## config.mk

```make
export PLATFORM = sky130hd
export DESIGN_NAME = fp_loo_issue_flat
export DESIGN_NICKNAME = d
export VERILOG_FILES = /design/src/rtl/fp_loo_issue_pkg.sv /design/src/rtl/fp_loo_issue_if.sv /design/src/rtl/fp_loo_issue_wbq.sv /design/src/rtl/fp_loo_issue.sv /design/src/flat_wrapper.sv
export SDC_FILE = /design/constraint.sdc
export NUM_CORES = 1
export LEC_CHECK = 0
export CAP_MARGIN = 20
export CORE_MARGIN = 4
export CORE_UTILIZATION = 45
export DETAILED_ROUTE_END_ITERATION = 8
export GPL_TIMING_DRIVEN = 0
export HOLD_SLACK_MARGIN = 0.06
export PLACE_DENSITY = 0.81
export SKIP_LAST_GASP = 1
export SYNTH_ARGS = -nofsm -noshare
export SYNTH_HDL_FRONTEND = slang
export SYNTH_SLANG_ARGS = --single-unit
```

## constraint.sdc

```tcl
create_clock -name clk -period 3.9 [get_ports clk]
set_clock_uncertainty 0.2 [all_clocks]
set_input_delay 0.585 -clock clk [delete_from_list [all_inputs] [get_ports clk]]
set_output_delay 0.585 -clock clk [all_outputs]
set_load 0.02 [all_outputs]
```

## src/rtl/fp_loo_issue_pkg.sv

```systemverilog
// Shared types and helpers for the FP long-latency-op issue block (package fp_loo_pkg).
// Instruction decode assumes opcode in ir[6:0] and func5 in ir[31:27].
package fp_loo_pkg;

  localparam int FPWID_D = 52;
  localparam int TAGW_D  = 5;
  localparam int TMO_D   = 7;
  localparam int TMO_W   = $clog2(TMO_D + 1);

  typedef logic [31:0] Instruction;

  localparam logic [6:0] OP_FLT1  = 7'h53;
  localparam logic [4:0] F5_ITOF  = 5'h1a;
  localparam logic [4:0] F5_FTOI  = 5'h18;
  localparam logic [4:0] F5_TRUNC = 5'h05;

  typedef enum logic [1:0] {IDLE, BUSY, REJ} state_t;

  typedef struct packed {
    logic [TAGW_D-1:0]  tag;
    logic [FPWID_D-1:0] res;
    logic               exc;
  } wb_entry_t;

  function automatic logic is_loo_op(Instruction ir);
    logic [4:0] f5;
    f5 = ir[31:27];
    return (ir[6:0] == OP_FLT1) && (f5 == F5_ITOF || f5 == F5_FTOI || f5 == F5_TRUNC);
  endfunction

endpackage

```

## src/rtl/fp_loo_issue_if.sv

```systemverilog
// Issue, FP-unit and writeback signal bundle for fp_loo_issue.
// master = surrounding pipeline (RS, FP unit, CDB arbiter); slave = fp_loo_issue.
interface fp_loo_issue_if
  import fp_loo_pkg::*;
#(
  parameter int FPWID = FPWID_D,
  parameter int TAGW  = TAGW_D
) ();

  logic             iss_valid;
  logic             iss_ready;
  Instruction       iss_ir;
  logic [2:0]       iss_rm;
  logic [FPWID-1:0] iss_a;
  logic [FPWID-1:0] iss_b;
  logic [TAGW-1:0]  iss_tag;

  logic             fu_ce;
  Instruction       fu_ir;
  logic [2:0]       fu_rm;
  logic [FPWID-1:0] fu_a;
  logic [FPWID-1:0] fu_b;
  logic             fu_done;
  logic [FPWID-1:0] fu_o;

  logic             wb_valid;
  logic             wb_ready;
  logic [TAGW-1:0]  wb_tag;
  logic [FPWID-1:0] wb_res;
  logic             wb_exc;

  modport master (
    output iss_valid, iss_ir, iss_rm, iss_a, iss_b, iss_tag, fu_done, fu_o, wb_ready,
    input  iss_ready, fu_ce, fu_ir, fu_rm, fu_a, fu_b, wb_valid, wb_tag, wb_res, wb_exc
  );

  modport slave (
    input  iss_valid, iss_ir, iss_rm, iss_a, iss_b, iss_tag, fu_done, fu_o, wb_ready,
    output iss_ready, fu_ce, fu_ir, fu_rm, fu_a, fu_b, wb_valid, wb_tag, wb_res, wb_exc
  );

endinterface

```

## src/rtl/fp_loo_issue_wbq.sv

```systemverilog
// fp_loo_wbq: 2-entry writeback FIFO; head is always visible, 1-bit pointers wrap modulo 2.
// Callers guarantee no push when full and no pop when empty.
module fp_loo_wbq #(
  parameter type T = fp_loo_pkg::wb_entry_t
) (
  input  logic       clk,
  input  logic       rst_n,
  input  logic       push,
  input  T           push_data,
  input  logic       pop,
  output T           head,
  output logic [1:0] count
);

  T     mem [2];
  logic wr_ptr;
  logic rd_ptr;

  always_ff @(posedge clk or negedge rst_n) begin
    if (!rst_n) begin
      mem[0] <= '0;
      mem[1] <= '0;
      wr_ptr <= 1'b0;
      rd_ptr <= 1'b0;
      count  <= 2'd0;
    end else begin
      if (push) begin
        mem[wr_ptr] <= push_data;
        wr_ptr      <= ~wr_ptr;
      end
      if (pop) rd_ptr <= ~rd_ptr;
      case ({push, pop})
        2'b10:   count <= count + 2'd1;
        2'b01:   count <= count - 2'd1;
        default: count <= count;
      endcase
    end
  end

  assign head = mem[rd_ptr];

endmodule

```

## src/rtl/fp_loo_issue.sv

```systemverilog
// Issue/collect stage for the FP long-latency-op unit (ITOF/FTOI/TRUNC) with a 2-entry writeback queue.
// Optional macro FP_LOO_TIMEOUT_EN: complete with exc=1 after TMO BUSY cycles without fu_done.
module fp_loo_issue
  import fp_loo_pkg::*;
#(
  parameter int FPWID = FPWID_D,
  parameter int TAGW  = TAGW_D,
  parameter int TMO   = TMO_D
) (
  input logic           clk,
  input logic           rst_n,
  fp_loo_issue_if.slave bus
);

  typedef struct packed {
    logic [TAGW-1:0]  tag;
    logic [FPWID-1:0] res;
    logic             exc;
  } entry_t;

  state_t          state;
  logic [TAGW-1:0] tag_q;
  logic            tmo_hit;
  logic            push;
  logic            pop;
  entry_t          push_data;
  entry_t          head;
  logic [1:0]      count;

`ifdef FP_LOO_TIMEOUT_EN
  localparam int CW = $clog2(TMO + 1);
  logic [CW-1:0] wait_cnt;
  assign tmo_hit = (wait_cnt == CW'(TMO));
`else
  assign tmo_hit = 1'b0;
`endif

  // Only one op is ever in flight, so IDLE with a free slot means the slot is reserved at issue.
  assign bus.iss_ready = rst_n && (state == IDLE) && (count != 2'd2);
  assign pop           = bus.wb_valid && bus.wb_ready;

  always_comb begin
    push           = 1'b0;
    push_data.tag  = tag_q;
    push_data.res  = '0;
    push_data.exc  = 1'b0;
    case (state)
      BUSY: begin
        if (bus.fu_done) begin
          push          = 1'b1;
          push_data.res = bus.fu_o;
        end else if (tmo_hit) begin
          push          = 1'b1;
          push_data.exc = 1'b1;
        end
      end
      REJ: begin
        push          = 1'b1;
        push_data.exc = 1'b1;
      end
      default: ;
    endcase
  end

  always_ff @(posedge clk or negedge rst_n) begin
    if (!rst_n) begin
      state      <= IDLE;
      tag_q      <= '0;
      bus.fu_ce  <= 1'b0;
      bus.fu_ir  <= '0;
      bus.fu_rm  <= '0;
      bus.fu_a   <= '0;
      bus.fu_b   <= '0;
`ifdef FP_LOO_TIMEOUT_EN
      wait_cnt   <= '0;
`endif
    end else begin
      case (state)
        IDLE: begin
          if (bus.iss_valid && bus.iss_ready) begin
            tag_q     <= bus.iss_tag;
            bus.fu_ir <= bus.iss_ir;
            bus.fu_rm <= bus.iss_rm;
            bus.fu_a  <= bus.iss_a;
            bus.fu_b  <= bus.iss_b;
            if (is_loo_op(bus.iss_ir)) begin
              state     <= BUSY;
              bus.fu_ce <= 1'b1;
`ifdef FP_LOO_TIMEOUT_EN
              wait_cnt  <= '0;
`endif
            end else begin
              state <= REJ;
            end
          end
        end
        BUSY: begin
          if (push) begin
            state     <= IDLE;
            bus.fu_ce <= 1'b0;
          end
`ifdef FP_LOO_TIMEOUT_EN
          else begin
            wait_cnt <= wait_cnt + CW'(1);
          end
`endif
        end
        REJ:     state <= IDLE;
        default: state <= IDLE;
      endcase
    end
  end

  fp_loo_wbq #(.T(entry_t)) u_wbq (
    .clk       (clk),
    .rst_n     (rst_n),
    .push      (push),
    .push_data (push_data),
    .pop       (pop),
    .head      (head),
    .count     (count)
  );

  assign bus.wb_valid = (count != 2'd0);
  assign bus.wb_tag   = head.tag;
  assign bus.wb_res   = head.res;
  assign bus.wb_exc   = head.exc;

endmodule

```

## src/flat_wrapper.sv

```systemverilog
// flat-port wrapper written by rule: the top's interface ports become plain ports
module fp_loo_issue_flat import fp_loo_pkg::*;
#(
  parameter int FPWID = FPWID_D,
  parameter int TAGW  = TAGW_D,
  parameter int TMO   = TMO_D
)
  (clk, rst_n, bus_iss_valid, bus_iss_ir, bus_iss_rm, bus_iss_a, bus_iss_b, bus_iss_tag, bus_fu_done, bus_fu_o, bus_wb_ready, bus_iss_ready, bus_fu_ce, bus_fu_ir, bus_fu_rm, bus_fu_a, bus_fu_b, bus_wb_valid, bus_wb_tag, bus_wb_res, bus_wb_exc);
  fp_loo_issue_if #(.FPWID(FPWID), .TAGW(TAGW)) bus_i ();
  input logic clk;
  input logic rst_n;
  input wire logic [$bits(bus_i.iss_valid)-1:0] bus_iss_valid;
  input wire logic [$bits(bus_i.iss_ir)-1:0] bus_iss_ir;
  input wire logic [$bits(bus_i.iss_rm)-1:0] bus_iss_rm;
  input wire logic [$bits(bus_i.iss_a)-1:0] bus_iss_a;
  input wire logic [$bits(bus_i.iss_b)-1:0] bus_iss_b;
  input wire logic [$bits(bus_i.iss_tag)-1:0] bus_iss_tag;
  input wire logic [$bits(bus_i.fu_done)-1:0] bus_fu_done;
  input wire logic [$bits(bus_i.fu_o)-1:0] bus_fu_o;
  input wire logic [$bits(bus_i.wb_ready)-1:0] bus_wb_ready;
  output wire logic [$bits(bus_i.iss_ready)-1:0] bus_iss_ready;
  output wire logic [$bits(bus_i.fu_ce)-1:0] bus_fu_ce;
  output wire logic [$bits(bus_i.fu_ir)-1:0] bus_fu_ir;
  output wire logic [$bits(bus_i.fu_rm)-1:0] bus_fu_rm;
  output wire logic [$bits(bus_i.fu_a)-1:0] bus_fu_a;
  output wire logic [$bits(bus_i.fu_b)-1:0] bus_fu_b;
  output wire logic [$bits(bus_i.wb_valid)-1:0] bus_wb_valid;
  output wire logic [$bits(bus_i.wb_tag)-1:0] bus_wb_tag;
  output wire logic [$bits(bus_i.wb_res)-1:0] bus_wb_res;
  output wire logic [$bits(bus_i.wb_exc)-1:0] bus_wb_exc;
  assign bus_i.iss_valid = bus_iss_valid;
  assign bus_i.iss_ir = bus_iss_ir;
  assign bus_i.iss_rm = bus_iss_rm;
  assign bus_i.iss_a = bus_iss_a;
  assign bus_i.iss_b = bus_iss_b;
  assign bus_i.iss_tag = bus_iss_tag;
  assign bus_i.fu_done = bus_fu_done;
  assign bus_i.fu_o = bus_fu_o;
  assign bus_i.wb_ready = bus_wb_ready;
  assign bus_iss_ready = bus_i.iss_ready;
  assign bus_fu_ce = bus_i.fu_ce;
  assign bus_fu_ir = bus_i.fu_ir;
  assign bus_fu_rm = bus_i.fu_rm;
  assign bus_fu_a = bus_i.fu_a;
  assign bus_fu_b = bus_i.fu_b;
  assign bus_wb_valid = bus_i.wb_valid;
  assign bus_wb_tag = bus_i.wb_tag;
  assign bus_wb_res = bus_i.wb_res;
  assign bus_wb_exc = bus_i.wb_exc;
  fp_loo_issue #(.FPWID(FPWID), .TAGW(TAGW), .TMO(TMO)) u_core (.clk(clk), .rst_n(rst_n), .bus(bus_i));
endmodule
```

======== Yosys cells after proc, flatten, opt, wreduce, memory -nomap -nowiden ========
Cells that the tools add are included.
storage, ports and cells
  register bits after elaboration ......... 267
  input bits .............................. 201
operators by class
  add/subtract/negate cells ............... 2
  $lt $le $gt $ge ......................... 3
  equal/unequal tests ..................... 12
  mux-type cells .......................... 20
  bitwise logic cells ..................... 4
  reductions and logical operators ........ 15
operators by type and width
  cell                 number
  $mux 58              4
  $bwmux 116           1
  $mux 52              2
  $demux 58 s1         1
  $eq 5x5->1 const B   2
  $ne 2x2->1 const B   4
  $pmux 2 s2           2
  $eq 7x7->1 const B   1
  $logic_and 1x1->1    6
  $mux 2               3
  $reduce_bool 2->1    3
  $eq 5x3->1 const B   1
  $mux 1               5
  $eq 2x1->1 const B   2
  $eq 2x2->1 const B   2
  $ge 2x2->1 const B   2
  $not 1->2            2
  $pmux 1 s2           2
  $reduce_and 2->1     2
  $reduce_and 4->1     1
  $add 2x1->2 const B  1
  $logic_not 2->1      1
  $logic_or 1x1->1     2
  $lt 2x1->1 const B   1
  2 further kinds      3

======== Depth between registers and ports, before layout ========
Gate-level depths: netlist of run 1.
  depth after elaboration ................. 7
  depth in mapped cells ................... 9
  mapped depth without buffers ............ 8

======== Modules after synthesis ========
Synthesis of run 1 repeated with hierarchy kept, for this count alone.
second synthesis, totals
  cells, all modules ...................... 728
  area, all modules ....................... 11507.3 µm²
by module, submodules not included
  module        instances  cells an instance  area each (µm²)  sequential area each (µm²)
  fp_loo_issue  1          405                6247.2           3678.5
  fp_loo_wbq    1          323                5260.0           3002.9

======== Least setup slack after synthesis of run 1 ========
OpenSTA, ideal clock, no wires.
  path kind ............................... register to output
  from .................................... reg u_core.u_wbq.rd_ptr
  to ...................................... out bus_wb_res[37]
  arrival time ............................ 1288 ps
  required time ........................... 3115 ps
  path slack .............................. 1827 ps
  cell stages (with the launch flop) ...... 5
  buffers on the path ..................... 3
  cells stage by stage .................... dfrtp_1 clkbuf_1 buf_2 buf_2 mux2_2
on the way
  word-level cells in the longest chain between the ends .. 4
RTL lines
  element                                     RTL line                RTL
  start: declaration                          fp_loo_issue_wbq.sv:17  logic rd_ptr;
  start signal: assignment                    fp_loo_issue_wbq.sv:31  if (pop) rd_ptr <= ~rd_ptr;
  $not 1->2 (implied by the code)             fp_loo_issue_wbq.sv:40  assign head = mem[rd_ptr];
  $mux 58 (implied by the code) (3 in a row)  fp_loo_issue_wbq.sv:40
  end: declaration                            flat_wrapper.sv:29      output wire logic [$bits(bus_i.wb_res)-1:0] bus_wb_res;
No other way between the ends. The select of a mux whose other input is x is not followed.

======== Final worst setup path of run 1 ========
  from .................................... reg u_core.u_wbq.rd_ptr
  to ...................................... out bus_wb_res[44]
The elaborated chain is that of the path after synthesis.

==> impl_metrics.toml, run 1 <==
[logic_synthesis]
syn_nets = 1042
yosys_warnings = 0
synth_edf_count = 0
ys_async_sr_fraction_pct = 100
synth_seq_cells = 267
yosys.area.top_type = "dfrtp_1"
ys.flop_type = "dfrtp_1"
synth_area_leaders = "dfrtp_1, mux2_2, nand2_1"
synth_area_per_cell_um2 = 13.0
synth_top_area_share_pct = 61.4
synth.cell_area_um2 = 10900
yosysSeqAreaShare_pct = 61.4
syn_inst = 837
ys_types = 30

[cts]
postCtsHoldBufs = 3
clockRootBuffer = "clkbuf_16"
cts_resized = 0
cts.sinks = 267
cts_tree = "yes"
cts_setup_buffers = 0
cts_max_path_buffers = 3
cts_made_buffers = 28
clk_latency_ns = 0.52
h-tree-depth = 1
clkTransAtPathRegs_ns = 0.06

[route]
dr.pass1.iters = 4
num_vias = 8135
first_iter_violations = 363
viasPerCell = 5.02
postRouteAntennaNets = 0
drcViolationCount = 0
wl_mm = 32.6
wire_per_inst_um = 20.1

[final_layout]
fin_area_um2 = 16400
finalNetCount = 1477
fillerInstances = 1720
drive_gt1_share_pct = 24.0
stdcell_count = 1622
seq_area_um2 = 6680
multiInputGateArea_um2 = 3870
final_core_util_pct = 69.3
area_growth_pct = 50.4

[setup_path]
worstPathArrival_ns = 2.73
r2r_cells = 9
r2r-start = "u_core.state[1]"
reg2reg_to = "u_core.u_wbq.count[1]"
cp.required_ns = 3.12
startpoint_type = "register"
rrSetupSlack_ns = 1.52
crit_fanout = 10
path_class = "register to output pin"
setup.worst_path.end_class = "output pin"

[placement]
place_hpwl_mm = 24.2
place_inst = 1558
post_dp_cell_area_um2 = 15300
place.gp.congestion = 0.808
io_buffer_count = 400

[sta]
finalCritPeriodShare_pct = 90.1
tightestPinTransition_ns = 0.644
maxSlewViolCount = 0
slew_headroom_pct = 57.0
whs_ns = -0.0873
rsz0062_at_grt = "no"
finalSetupViolCount = 0
hold_viol_final = 82
fin_crit_ns = 3.51
fmax_mhz = 285

[global_route]
antenna_found_initial = 9
grt_pass1_vias = 8885
grt_pass1_wl_mm = 49.5
grt_use_total_pct = 23.8
grt_max_degree = 125
grt-ovfl-total = 0

[die]
dieHeight_um = 164
die_area_um2 = 26700
coreArea_um2 = 23600
num_rows = 56
start_util_pct = 46.1
ioPinCount = 401
die_x_um = 164

[pwr]
p_per_area_nw_per_um2 = 711
ir_worst_vdd_uv = 605
power.total_mw = 11.6
p_leak_nw = 6.99

[run]
maxCapViolCount = 0

[run_status]
status = "finished with violations"
violations = "hold timing"

[min_path]
hp-class = "input pin to asynchronous set/reset pin"
==> worst max-delay path by stage <==
| stage | startpoint | cells after the start | endpoint |
|---|---|---|---|
| 2_1_floorplan | u_core.u_wbq.rd_ptr | 4 | bus_wb_res[37] |
| 3_3_place_gp | rst_n | 1 | u_core.bus.fu_a[13] |
| 3_5_place_dp | rst_n | 6 | bus_iss_ready |
| 4_1_cts | u_core.u_wbq.rd_ptr | 5 | bus_wb_res[44] |
| 5_1_grt | u_core.u_wbq.rd_ptr | 5 | bus_wb_res[45] |
| 6_report | u_core.u_wbq.rd_ptr | 5 | bus_wb_res[44] |
==> metrics by stage <==
| stage | setup slack, ns | TNS, ns |
|---|---|---|
| 3_5_place_dp | 0.257 | 0 |
| 6_report | 0.386 | 0 |
| 5_1_grt | 0.286 | 0 |
| 2_1_floorplan | 1.83 | 0 |
| 3_3_place_gp | -9.37 | -3811.67 |
| 4_1_cts | 0.349 | 0 |
==> state kept, by name (all words and copies together) (netlist names) <==
| signal | cells |
|---|---|
| u_core.u_wbq.rd_ptr | 1 |
| u_core.bus.fu_a | 52 |
| u_core.bus.fu_ce | 1 |
| u_core.bus.fu_b | 52 |
| u_core.bus.fu_rm | 3 |
| u_core.u_wbq.count | 2 |
| u_core.bus.fu_ir | 32 |
| u_core.u_wbq.mem | 116 |
| u_core.state | 2 |
| u_core.tag_q | 5 |
| u_core.u_wbq.wr_ptr | 1 |
==> worst max-delay path, stage by stage, from the launching register on <==
cell,delay (ns)
dfrtp_1,0.32
clkbuf_1,0.26
buf_2,0.34
buf_2,0.33
mux2_2,0.38
clkdlybuf4s50_1,0.57
==> layout by cell type (no fill, tap or decap), types with 3 or more instances in the layout <==
| cell type | count |
|---|---|
| and2_1 | 3 |
| clkbuf_16 | 29 |
| clkdlybuf4s50_1 | 399 |
| mux2_4 | 11 |
| buf_6 | 5 |
| o21ai_0 | 106 |
| inv_1 | 5 |
| dfrtp_1 | 267 |
| clkbuf_2 | 5 |
| ha_1 | 4 |
| clkbuf_1 | 18 |
| buf_4 | 12 |
| clkbuf_8 | 8 |
| diode_2 | 9 |
| mux2_2 | 203 |
| xnor2_1 | 3 |
| clkinv_2 | 4 |
| buf_2 | 22 |
| nand2_1 | 162 |
==> logic make-up (layout without fill, tap and decap cells) <==
| group | count (synthesis) | in the layout | share of synthesized area (%) |
|---|---|---|---|
| AOI/OAI and AO/OA | 117 | 117 | 5.84 |
| xor gates and xnor gates | 4 | 4 | 0.322 |
| adders and majority gates | 4 | 4 | 0.460 |
| buffers and inverters | 58 | 515 | 3.07 |
| DFF | 267 | 267 | 61.4 |
| muxes | 214 | 214 | 22.5 |
| other | 0 | 9 | 0 |
| and+or+nand+nor | 173 | 173 | 6.38 |
==> power breakdown <==
part	switching (mW)	total, mW	internal [mW]	leakage, nW
clock	1.06	2.71	1.64	0.469
combinational	2.33	4.84	2.50	3.13
sequential	0.468	4.10	3.63	3.39
==> routing by layer <==
layer / global-route usage [%] / vias to the layer above / share of wire, %
li1: - / 3744 / -
met1: 26.4 / 4054 / 36
met2: 41.5 / 291 / 51
met3: 10.3 / 44 / 11
met4: 6.90 / 2 / 2.2
met5: 0 / - / 0.040
==> Yosys cell counts (2+ instances only) <==
library cell,n
a21oi_1,2
and2_1,3
buf_2,22
buf_4,12
buf_6,5
clkbuf_1,9
clkbuf_2,5
dfrtp_1,267
ha_1,4
inv_1,5
mux2_2,203
mux2_4,11
nand2_1,162
nand4b_1,2
o211ai_1,2
o21ai_0,106
o2bb2ai_1,2
xnor2_1,3
==> cell type report <==
| cell class | instances | area share (%) |
|---|---|---|
| clock buffer | 46 | 5.31 |
| multi-input combinational | 512 | 23.6 |
| clock inverter | 6 | 0.489 |
| inverter | 5 | 0.115 |
| antenna | 9 | 0.138 |
| timing repair buffer | 405 | 25.1 |
| sequential | 267 | 40.8 |
| buffer | 53 | 1.93 |
| tap | 319 | 2.44 |
Note: power is estimated with default switching activity, not from simulation.
==> run 2, diff against run 1 <==
CORE_UTILIZATION = 30   (was 45)
PLACE_DENSITY = not set   (was 0.81)
SYNTH_HIERARCHICAL = 1   (was not set)
==> impl_metrics.toml, run 2 <==
[route]
highest_layer = "met5"
wl_mm = 33.2
num_vias = 7541
drcViolationCount = 0
postRouteAntennaNets = 0
dr.pass1.iters = 4
wl_met3_mm = 2.54
wire_per_inst_um = 19.6
viasPerCell = 4.44
first_iter_violations = 209
wl_met1_mm = 13.7
routed-wl-met2_mm = 16.0

[die]
dieHeight_um = 204
start_util_pct = 30.5
num_rows = 71
die_x_um = 204
ioPinCount = 401
die_area_um2 = 41600
coreArea_um2 = 37800

[run]
maxCapViolCount = 0

[cts]
cts_tree = "yes"
h-tree-depth = 2
clockRootBuffer = "clkbuf_16"
cts_setup_buffers = 0
cts.sinks = 267
clk_latency_ns = 0.50
clkTransAtPathRegs_ns = 0.06
cts_made_buffers = 34
cts_max_path_buffers = 3

[logic_synthesis]
synth.cell_area_um2 = 11500
synth_most_common_cell = "dfrtp_1"
syn_nets = 933
synth_edf_count = 0
syn_inst = 728
yosys.area.top_type = "dfrtp_1"
ys.flop_type = "dfrtp_1"
synth_area_per_cell_um2 = 15.8
synth_area_leaders = "dfrtp_1, mux2_2, mux2_4"
ys_async_sr_fraction_pct = 100
synth_seq_cells = 267
synth_top_area_share_pct = 58.1
synth.cells.most_frequent = "dfrtp_1, mux2_2, mux2_4, and3_1, mux2_1"
ys_types = 32
yosysSeqAreaShare_pct = 58.1
yosys_warnings = 6

[setup_path]
r2r_cells = 10
reg2reg_to = "u_core/u_wbq/mem[91]"
startpoint_type = "input pin"
worstPathArrival_ns = 2.82
crit_buf_inv = 4
crit_fanout = 112
worst-path-stages = 5
crit_start = "rst_n"
setup.worst_path.end_class = "output pin"
crit_family = "buffers and inverters"
path_class = "input pin to output pin"
rrSetupSlack_ns = 1.06
r2r-start = "u_core/state[1]"
crit_chain = "dlygate4sd3_1 > buf_8 > buf_16 > and3_4 > clkdlybuf4s50_1"
cp_slowest_stage_delay_ns = 0.65
cpMaxStageDelayCell = "clkdlybuf4s50_1"
cp.required_ns = 3.12

[sta]
slew_headroom_pct = 56.7
hold_viol_final = 0
tightestPinTransition_ns = 0.649
finalSetupViolCount = 0
fmax_mhz = 277
finalWorstSetupSlack_ns = 0.294
finalCritPeriodShare_pct = 92.4
maxSlewViolCount = 0
rsz0062_at_grt = "no"
fin_crit_ns = 3.61

[final_layout]
finalNetCount = 1372
final_common_cell = "clkdlybuf4s50_1"
fillerInstances = 3436
final_cell_mix = "clkdlybuf4s50_1, dfrtp_1, mux2_2, mux2_4, and3_1"
largest_register_ffs = 116
area_growth_pct = 51.0
drive_gt1_share_pct = 32.8
reg.largest.list = "u_core/u_wbq/mem x116, u_core/bus.fu_a x52, u_core/bus.fu_b x52"
stdcell_count = 1700
top_register = "u_core/u_wbq/mem"

[min_path]
whs_endpoint = "u_core/u_wbq/count[1]"
hold_depth = 1
hold_start = "u_core/u_wbq/count[1]"
hp-class = "register to register"

[placement]
dp_slack_ns = 0.596
place.gp.congestion = 0.754
place_inst = 1640
io_buffer_count = 399
place_hpwl_mm = 24.3

[global_route]
grt_pass1_vias = 8514
grt-ovfl-total = 0
antenna_found_initial = 2
grt_max_degree = 114
grt_use_total_pct = 15.7
grt_pass1_wl_mm = 50.9

[pwr]
p_leak_nw = 8.08
p_per_area_nw_per_um2 = 705
ir_worst_vdd_uv = 380

[run_status]
status = "completed"
==> run 2: how the worst max path moves through the flow <==
stage,endpoint,slack [ns]
finish,bus_iss_ready,0.29
global route,bus_iss_ready,0.12
CTS,bus_wb_res[37],0.28
detailed placement,bus_iss_ready,0.60
global placement,u_core/tag_q[3],-10.21
floorplan,u_core/u_wbq/mem[79],1.61
==> run 2: worst register-to-register path, stage by stage (launching register included) <==
cell	delay [ns]
dfrtp_1	0.39
inv_1	0.08
ha_1	0.14
clkbuf_1	0.46
a21oi_1	0.14
nor2b_1	0.27
inv_1	0.14
nor2_4	0.17
buf_6	0.20
buf_6	0.19
mux2_1	0.34
==> run 2: repair_timing <==
| item | CTS | global route |
|---|---|---|
| hold buffers | 2 | 0 |
| endpoints found under the hold margin | 45 | 0 |
| resized for setup | 0 | 0 |
==> run 2: layout make-up <==
class	instances	area, µm²	share of cell area (%)
timing repair buffer	403	4090	23.5
clock buffer	50	1020	5.90
antenna	1	2.50	0.0144
inverter	6	22.5	0.130
tap	511	639	3.68
buffer	46	305	1.76
sequential	267	6680	38.4
clock inverter	7	113	0.648
multi-input combinational	409	4500	25.9
==> run 2: power by group <==
group	internal [mW]	switching, mW	leakage [nW]	total (mW)
sequential	3.63	0.465	3.38	4.09
combinational	2.71	2.28	4.14	4.99
clock	2.01	1.17	0.556	3.18
total	8.35	3.91	8.08	12.3
==> run 2: routing by layer <==
metal | GRT usage, % | vias up
li1 | - | 3471
met1 | 19.2 | 3784
met2 | 26.0 | 228
met3 | 5.52 | 56
met4 | 5.28 | 2
met5 | 0 | -
==> run 2: metrics by stage <==
step / setup TNS, ns / hold WS, ns / util (%) / power, mW / instance area, µm²
2_1_floorplan: 0 / 0.0894 / - / 6.75 / 11500
3_3_place_gp: -4115.95 / 0.265 / 42.8 / 9.14 / 16100
3_5_place_dp: 0 / 0.271 / 42.9 / 9.18 / 16200
4_1_cts: 0 / 0.287 / 46.0 / 12.5 / 17400
5_1_grt: 0 / 0.298 / 46.0 / 12.9 / 17400
6_report: 0 / 0.281 / 46.0 / 12.3 / 17400
==> run 2: kinds of logic (layout without fill, tap and decap cells) <==
kind of cell    after synthesis  after routing  share of synthesized area [%]
other cells                   0              1                              0
flops                       267            267                           58.1
fa+ha+maj                     4              4                          0.435
xor+xnor                      5              5                          0.381
compound gates               10             10                          0.587
buf+inv                      52            512                           2.85
simple gates                 72             72                           3.96
mux                         318            318                           33.7
==> run 3, diff against run 2 <==
GPL_ROUTABILITY_DRIVEN = 0   (was not set)
==> results of run 3 <==
The final DEF is identical to that of run 2; final timing and power are the same.
